**config.mk**
```make
export PLATFORM = sky130hd
export DESIGN_NAME = hazard_ctrl
export DESIGN_NICKNAME = d
export VERILOG_FILES = /design/src/rtl/pipe_pkg.sv /design/src/rtl/hazard_wait_timer.sv /design/src/rtl/hazard_ctrl.sv
export SDC_FILE = /design/constraint.sdc
export NUM_CORES = 1
export LEC_CHECK = 0
export CAP_MARGIN = 20
export CORE_ASPECT_RATIO = 2
export CORE_MARGIN = 2
export CORE_UTILIZATION = 37
export CTS_BUF_LIST = sky130_fd_sc_hd__clkbuf_16
export DETAILED_ROUTE_END_ITERATION = 10
export PLACE_DENSITY = 0.87
export SYNTH_ARGS = -nofsm -noshare
export SYNTH_HDL_FRONTEND = slang
export SYNTH_SLANG_ARGS = --single-unit
```
**constraint.sdc**
```tcl
create_clock -name clk_i -period 2.2 [get_ports clk_i]
set_clock_uncertainty 0.15 [all_clocks]
set_input_delay 0.22 -clock clk_i [delete_from_list [all_inputs] [get_ports clk_i]]
set_output_delay 0.22 -clock clk_i [all_outputs]
set_load 0.03 [all_outputs]
```
**src/rtl/pipe_pkg.sv**
```systemverilog
// Shared pipeline-control types: register select codes, hazard FSM states and
// the bundled per-cycle control word driven by hazard_ctrl.
package pipe_pkg;

  localparam int unsigned REG_ADDR_W = 5;

  typedef enum logic [1:0] {
    SEL_LOAD = 2'b00,
    SEL_HOLD = 2'b01,
    SEL_CLR  = 2'b11
  } sel_e;

  typedef enum logic [1:0] {
    RUN,
    LD_STALL,
    MEM_WAIT
  } hz_state_e;

  typedef struct packed {
    logic pc_en;
    sel_e if_id;
    sel_e id_ex;
    sel_e ex_mem;
    sel_e mem_wb;
    logic mem_err;
  } hz_out_t;

  localparam hz_out_t OUT_RUN   = '{1'b1, SEL_LOAD, SEL_LOAD, SEL_LOAD, SEL_LOAD, 1'b0};
  localparam hz_out_t OUT_MWAIT = '{1'b0, SEL_HOLD, SEL_HOLD, SEL_HOLD, SEL_CLR,  1'b0};
  localparam hz_out_t OUT_FLUSH = '{1'b1, SEL_CLR,  SEL_CLR,  SEL_LOAD, SEL_LOAD, 1'b0};
  localparam hz_out_t OUT_LDUSE = '{1'b0, SEL_HOLD, SEL_CLR,  SEL_LOAD, SEL_LOAD, 1'b0};
  localparam hz_out_t OUT_TMO   = '{1'b1, SEL_LOAD, SEL_LOAD, SEL_LOAD, SEL_CLR,  1'b1};
  localparam hz_out_t OUT_RST   = '{1'b0, SEL_CLR,  SEL_CLR,  SEL_CLR,  SEL_CLR,  1'b0};

endpackage

```
**src/rtl/hazard_wait_timer.sv**
```systemverilog
// Saturating load/clear/increment wait counter with a terminal-count flag,
// used to bound data-memory waits.
module hazard_wait_timer #(
  parameter int unsigned MAX_COUNT = 255
) (
  input  logic clk_i,
  input  logic rst_ni,
  input  logic load_i,
  input  logic clr_i,
  input  logic inc_i,
  output logic tc_o
);

  localparam int unsigned W = $clog2(MAX_COUNT + 1);

  logic [W-1:0] cnt_q;

  assign tc_o = (cnt_q == W'(MAX_COUNT));

  always_ff @(posedge clk_i or negedge rst_ni) begin
    if (!rst_ni) begin
      cnt_q <= '0;
    end else if (clr_i) begin
      cnt_q <= '0;
    end else if (load_i) begin
      cnt_q <= W'(1);
    end else if (inc_i && !tc_o) begin
      cnt_q <= cnt_q + W'(1);
    end
  end

endmodule

```
**src/rtl/hazard_ctrl.sv**
```systemverilog
// Pipeline hazard controller: load-use stalls, branch flushes and bounded
// data-memory waits. Optional perf counters under HAZARD_PERF_CNT_EN.
module hazard_ctrl
  import pipe_pkg::*;
#(
  parameter int unsigned LOAD_USE_CYCLES    = 1,
  parameter int unsigned MEM_TIMEOUT_CYCLES = 255
) (
  input  logic                  clk_i,
  input  logic                  rst_ni,
  input  logic [REG_ADDR_W-1:0] id_rs1_addr_i,
  input  logic [REG_ADDR_W-1:0] id_rs2_addr_i,
  input  logic                  id_rs1_used_i,
  input  logic                  id_rs2_used_i,
  input  logic [REG_ADDR_W-1:0] ex_rd_addr_i,
  input  logic                  ex_is_load_i,
  input  logic                  ex_br_taken_i,
  input  logic                  mem_req_i,
  input  logic                  mem_ack_i,
  output logic                  pc_en_o,
  output logic [1:0]            if_id_sel_o,
  output logic [1:0]            id_ex_sel_o,
  output logic [1:0]            ex_mem_sel_o,
  output logic [1:0]            mem_wb_sel_o,
  output logic                  mem_err_o,
  output logic [31:0]           stall_cnt_o,
  output logic [31:0]           flush_cnt_o
);

  hz_state_e state_q, state_d;
  logic [1:0] ld_cnt_q, ld_cnt_d;
  hz_out_t    out;
  logic       run_rules;
  logic       mem_stall, load_use;
  logic       tmr_load, tmr_clr, tmr_inc, tmr_tc;

  assign mem_stall = mem_req_i && !mem_ack_i;
  assign load_use  = ex_is_load_i && (ex_rd_addr_i != '0) &&
                     ((id_rs1_used_i && (id_rs1_addr_i == ex_rd_addr_i)) ||
                      (id_rs2_used_i && (id_rs2_addr_i == ex_rd_addr_i)));

  hazard_wait_timer #(
    .MAX_COUNT(MEM_TIMEOUT_CYCLES)
  ) u_wait_timer (
    .clk_i  (clk_i),
    .rst_ni (rst_ni),
    .load_i (tmr_load),
    .clr_i  (tmr_clr),
    .inc_i  (tmr_inc),
    .tc_o   (tmr_tc)
  );

  always_ff @(posedge clk_i or negedge rst_ni) begin
    if (!rst_ni) begin
      state_q  <= RUN;
      ld_cnt_q <= '0;
    end else begin
      state_q  <= state_d;
      ld_cnt_q <= ld_cnt_d;
    end
  end

  // A memory ack in MEM_WAIT releases into the normal RUN priority chain in the
  // same cycle, so a branch held in EX during the wait flushes on release.
  always_comb begin
    out       = OUT_RUN;
    state_d   = state_q;
    ld_cnt_d  = ld_cnt_q;
    run_rules = 1'b0;
    tmr_load  = 1'b0;
    tmr_clr   = 1'b0;
    tmr_inc   = 1'b0;

    case (state_q)
      RUN: run_rules = 1'b1;
      LD_STALL: begin
        if (mem_stall) begin
          out = OUT_MWAIT;
        end else begin
          out      = OUT_LDUSE;
          ld_cnt_d = ld_cnt_q - 2'd1;
          if (ld_cnt_q == 2'd1) state_d = RUN;
        end
      end
      MEM_WAIT: begin
        if (mem_ack_i) begin
          tmr_clr   = 1'b1;
          state_d   = RUN;
          run_rules = 1'b1;
        end else if (tmr_tc) begin
          out     = OUT_TMO;
          tmr_clr = 1'b1;
          state_d = RUN;
        end else begin
          out     = OUT_MWAIT;
          tmr_inc = 1'b1;
        end
      end
      default: state_d = RUN;
    endcase

    if (run_rules) begin
      if (mem_stall) begin
        out      = OUT_MWAIT;
        tmr_load = 1'b1;
        state_d  = MEM_WAIT;
      end else if (ex_br_taken_i) begin
        out = OUT_FLUSH;
      end else if (load_use) begin
        out = OUT_LDUSE;
        if (LOAD_USE_CYCLES > 1) begin
          ld_cnt_d = 2'(LOAD_USE_CYCLES - 1);
          state_d  = LD_STALL;
        end
      end
    end

    if (!rst_ni) out = OUT_RST;
  end

  assign pc_en_o      = out.pc_en;
  assign if_id_sel_o  = out.if_id;
  assign id_ex_sel_o  = out.id_ex;
  assign ex_mem_sel_o = out.ex_mem;
  assign mem_wb_sel_o = out.mem_wb;
  assign mem_err_o    = out.mem_err;

`ifdef HAZARD_PERF_CNT_EN
  logic [31:0] stall_cnt_q, flush_cnt_q;

  // Only a flush drives IF/ID to CLEAR while the PC advances.
  always_ff @(posedge clk_i or negedge rst_ni) begin
    if (!rst_ni) begin
      stall_cnt_q <= '0;
      flush_cnt_q <= '0;
    end else begin
      if (!out.pc_en && (stall_cnt_q != '1)) stall_cnt_q <= stall_cnt_q + 32'd1;
      if (out.pc_en && (out.if_id == SEL_CLR) && (flush_cnt_q != '1))
        flush_cnt_q <= flush_cnt_q + 32'd1;
    end
  end

  assign stall_cnt_o = stall_cnt_q;
  assign flush_cnt_o = flush_cnt_q;
`else
  assign stall_cnt_o = '0;
  assign flush_cnt_o = '0;
`endif

endmodule

```
After elaboration in Yosys (flattened, before gate mapping)
Index checks and enable logic that the tools add are counted.

Register bits after elaboration: 12. Bits of input ports: 23. Output and inout port bits: 74. Logic and storage cells: 54.

Add/sub/neg operators: 2. Eq/ne operators: 6. Mux-type cells: 29. Bitwise operators: 1. Reduce and logical (&&, ||, !) cells: 13.

Operators by type and width (number): two-way mux 10 bit (7); two-way mux 8 bit (3); one-hot mux 10 bit (2 select lines) (1); two-way mux 2 bit (6); == test 5 bit (2); two-way mux 1 bit (9); adder 8 x 1 -> 8 bit, second input constant (1); == test 8 bit, second input constant (1); two-way mux 7 bit (1); logical AND 1 bit (6); one-hot mux 2 bit (3 select lines) (1); nonzero test 5 bit (1); == test 2 x 1 -> 1 bit, second input constant (2); nonzero test 3 bit (1); == test 2 bit, second input constant (1); zero test 1 bit (2); zero test 2 bit (1); one-hot mux 1 bit (2 select lines) (1); AND reduction 2 bit (1); subtractor 2 x 1 -> 2 bit, second input constant (1); logical OR 1 bit (1); inverter 1 bit (1).

Longest topological paths before layout
Word-level depth: 9. Gate-level depth with buffers: 7. Depth with buffers taken out: 6.

By module
From an unflattened synthesis, not the netlist that was laid out.

Cells, all modules: 189. Area, all modules: 1581.5 sq um.

By module, submodules not included: hazard_ctrl (instances 1, cells an instance 139, area an instance 1074.8 sq um, sequential area each 100.1 sq um); hazard_wait_timer (instances 1, cells an instance 50, area an instance 506.7 sq um, sequential area each 200.2 sq um).

Worst setup path before layout
Ideal clock, no wire load.

Path type: reg2out. Start point: register state_q[0]. End point: output mem_wb_sel_o[1]. Data arrival time: 2.166 ns. Data required time: 1.830 ns. Slack: -0.336 ns. Stages on the path, launching flop included: 8. Buffers on the path: 1. Cells stage by stage: dfrtp_1 -> inv_1 -> ha_1 -> a21o_1 -> nand2_1 -> nand3_1 -> o21ai_0 -> buf_4.

Word-level cells in the longest chain between the ends: 7. Elaborated cells on any way between the ends: 10. Those cells by class: eq/ne (2); mux (7); reduce/logical (1).

RTL lines: from (decl) (RTL line hazard_ctrl.sv:30) `hz_state_e state_q, state_d;`; from (signal assigned) (RTL line hazard_ctrl.sv:58) `state_q <= state_d;`; == test 2 bit / == test 2 x 1 -> 1 bit (equally long branches) (RTL line hazard_ctrl.sv:74) `case (state_q)`; one-hot mux 10 bit (2 select lines) (RTL line hazard_ctrl.sv:74); two-way mux 10 bit (RTL line hazard_ctrl.sv:109) `end else if (load_use) begin`; two-way mux 10 bit (RTL line hazard_ctrl.sv:107) `end else if (ex_br_taken_i) begin`; two-way mux 10 bit (RTL line hazard_ctrl.sv:103) `if (mem_stall) begin`; two-way mux 10 bit * (RTL line hazard_ctrl.sv:102) `if (run_rules) begin`; two-way mux 10 bit * (RTL line hazard_ctrl.sv:118) `if (!rst_ni) out = OUT_RST;`; to (decl) (RTL line hazard_ctrl.sv:24) `output logic [1:0] mem_wb_sel_o,`.

Mark *: on every way between the ends. The rest lies on a longest branch, timed or not.

Final worst setup path
Start point: register state_q[1]. End point: output mem_wb_sel_o[0].

Same word-level chain as after synthesis.

==> impl_metrics.yaml <==
setup_path:
  worstPathMaxFanout: 5
  required_ps: 1830
  start_kind: "flip-flop"
  worst_setup_path_end_kind: "primary output"
  criticalPathCategory: "reg -> out"
  arrival_ps: 1860
  rr_worst_depth: 8
drt:
  dr.first_iter.drc_count: 31
  drc: 0
  dr.pass1.iters: 4
  vias: 1326
  ant_nets: 0
  wirelength_um: 3450
  wire_per_inst_um: 11.8
  viasPerCell: 4.56
synthesis:
  synth-seq-area-share_pct: 19.7
  ys_ff_latch: 12
  syn_area_mm2: 0.00153
  synth-async-reset-ratio_pct: 100
  synth_top_area_share_pct: 32.4
  synthCells: 184
  synth_top_cell_by_area: "buf_4"
  synth_edf_count: 0
  synth_warnings: 0
  synth_area_per_cell_um2: 8.30
  synthDistinctLibCells: 40
  synthFlopType: "dfrtp_1"
  synthTopCellsByArea: "buf_4, dfrtp_1, xnor2_1"
worst_hold_path:
  whs_path_depth: 1
  hold_class: "reg -> reg"
floorplan:
  initial_utilization_pct: 37.8
  num_rows: 33
  fp.dieH_um: 94.9
  io_pins: 97
  core-area_mm2: 0.00405
  die-area_mm2: 0.00469
  die_width_um: 49.4
final_layout:
  antenna_cells: 0
  fin_cells: 291
  syn2layout_area_growth_pct: 33.0
  final_cell_area_mm2: 0.00203
  post-route-util_pct: 50.2
  drive_gt1_share_pct: 27.2
  fin_nets: 270
clocking:
  htreeDepth: 1
  numCtsBuffers: 3
  cts_hold_buf: 0
  clkTransAtPathRegs_ps: 40
  clk_latency_ps: 240
  cts-root-buf: "clkbuf_16"
  clock_sinks: 12
  clock_path_buffers: 2
  cts_tree: "done"
run_status:
  violations: "setup timing"
  status: "complete, but fails checks"
placed_design:
  place_congestion: 0.804
  port_buffers: 32
  dp.cells: 277
  placed_area_mm2: 0.00173
  dp_hpwl_um: 2650
power_and_ir_drop:
  p_leak_nw: 0.966
  power_w: 0.00162
  max-vdd-ir-drop_v: 0.000724
  power.density_mw_per_mm2: 798
global_routing:
  first_global_vias: 1289
  grtUsageTotal_pct: 14.6
  grt_pass1_wl_um: 5420
  antenna_found_initial: 0
  grt_max_degree: 14
  grt-ovfl-total: 0
timing:
  setup_violations: 4
  fin_crit_ps: 2230
  rsz0062_at_grt: "yes"
  period_share_pct: 101
  slew_viol_final: 0
  whs_ps: 330
  finalHoldViolations: 0
  fin_ws_ps: -31.7
  fmax_mhz: 448
flow_run:
  maxCapViolations: 0
==> power by group <==
group	leakage, nW	internal, W	switching [W]	total, W
Clock	0.0370	0.000236	0.0000822	0.000318
Sequential	0.160	0.000259	0.0000534	0.000312
Combinational	0.769	0.000413	0.000579	0.000992
Total	0.966	0.000907	0.000715	0.00162
==> final cells by class <==
type / instances / area (um^2)
Tap cell: 52 / 65.1
Timing Repair Buffer: 57 / 505
Inverter: 6 / 27.5
Clock buffer: 3 / 75.1
Multi-Input combinational cell: 161 / 1060
Sequential cell: 12 / 303
Fill cell: 388 / 2010
==> per-layer routing <==
layer	global-route usage [%]	wire, um
met2	31.1	2020
met3	1.74	270
met4	6.94	101
met1	12.7	1060
met5	0	0
==> worst paths after layout <==
check	endpoint	slack, ps	start
hold reg to reg	ld_cnt_q[0]	330	ld_cnt_q[0]
setup reg to reg	state_q[1]	260	u_wait_timer.cnt_q[0]
hold / removal	ld_cnt_q[0]	330	ld_cnt_q[0]
setup / recovery	mem_wb_sel_o[0]	-30	state_q[1]
min in group asynchronous	u_wait_timer.cnt_q[0]	380	rst_ni
max in group asynchronous	state_q[0]	1350	rst_ni
==> synthesized netlist by cell type, types with 2 or more instances <==
library cell and number:
and3_1 3, nand4_1 3, o211ai_1 5, xor2_1 6
nor2b_1 2, o2111ai_1 4, nand2b_1 2, nand3_1 4
ha_1 6, xnor2_1 11, nor4_1 2, o21ai_0 6
clkbuf_1 2, nand3b_1 2, buf_4 66, nor2_1 9
dfrtp_1 12, inv_1 6, nand2_1 9, a21oi_1 4
==> logic make-up (layout without fill, tap and decap cells) <==
logic type	Yosys count	in the layout	share of synthesized area, %
XOR/XNOR	17	17	9.75
AO/OA/AOI/OAI	32	32	16.1
multiplexers	1	1	0.737
buffers and inverters	74	66	34.4
flip-flops	12	12	19.7
adder cells (fa/ha/maj)	6	6	4.91
other	1	64	0.245
AND/OR/NAND/NOR	41	41	14.3
==> worst max-delay path, stage by stage (launching register included) <==
cell and delay, ps:
dfrtp_2 450, inv_4 90, ha_4 160, buf_6 100
nor2_2 30, o211ai_1 280, nand3_1 150, o21ai_2 210
buf_6 160
==> timing repair <==
action | in CTS | in global routing
hold endpoints to repair | 0 | 0
resized for setup | 19 | 22
setup endpoints to repair | 8 | 8
buffers inserted | 9 | 3
pin swaps | 13 | 9
==> registers in the layout, summed over array words and instances, names as in the netlist <==
signal,flops
u_wait_timer.cnt_q,8
ld_cnt_q,2
state_q,2
==> placed cells by master, fill, tap and decap left out, drive strengths merged, types with 3 or more instances in the layout <==
| cell | n |
|---|---|
| conb | 64 |
| o21ai | 7 |
| a21oi | 5 |
| o211ai | 6 |
| nor2 | 9 |
| dfrtp | 12 |
| buf | 35 |
| nand4 | 3 |
| xor2 | 6 |
| dlygate4sd2 | 4 |
| inv | 6 |
| and3 | 3 |
| xnor2 | 11 |
| nand2 | 9 |
| nand3 | 4 |
| o2111ai | 4 |
| clkdlybuf4s50 | 16 |
| clkbuf | 3 |
| ha | 6 |
==> metrics by stage <==
stage	worst slack, ps	TNS [ps]
4_1_cts	-13.5	-48.1
5_1_grt	-89.9	-370
6_report	-31.7	-74.0
3_5_place_dp	-67.8	-343
3_3_place_gp	-47.0	-159
2_1_floorplan	4.26	0
Note: power is estimated with default switching activity, not from simulation.
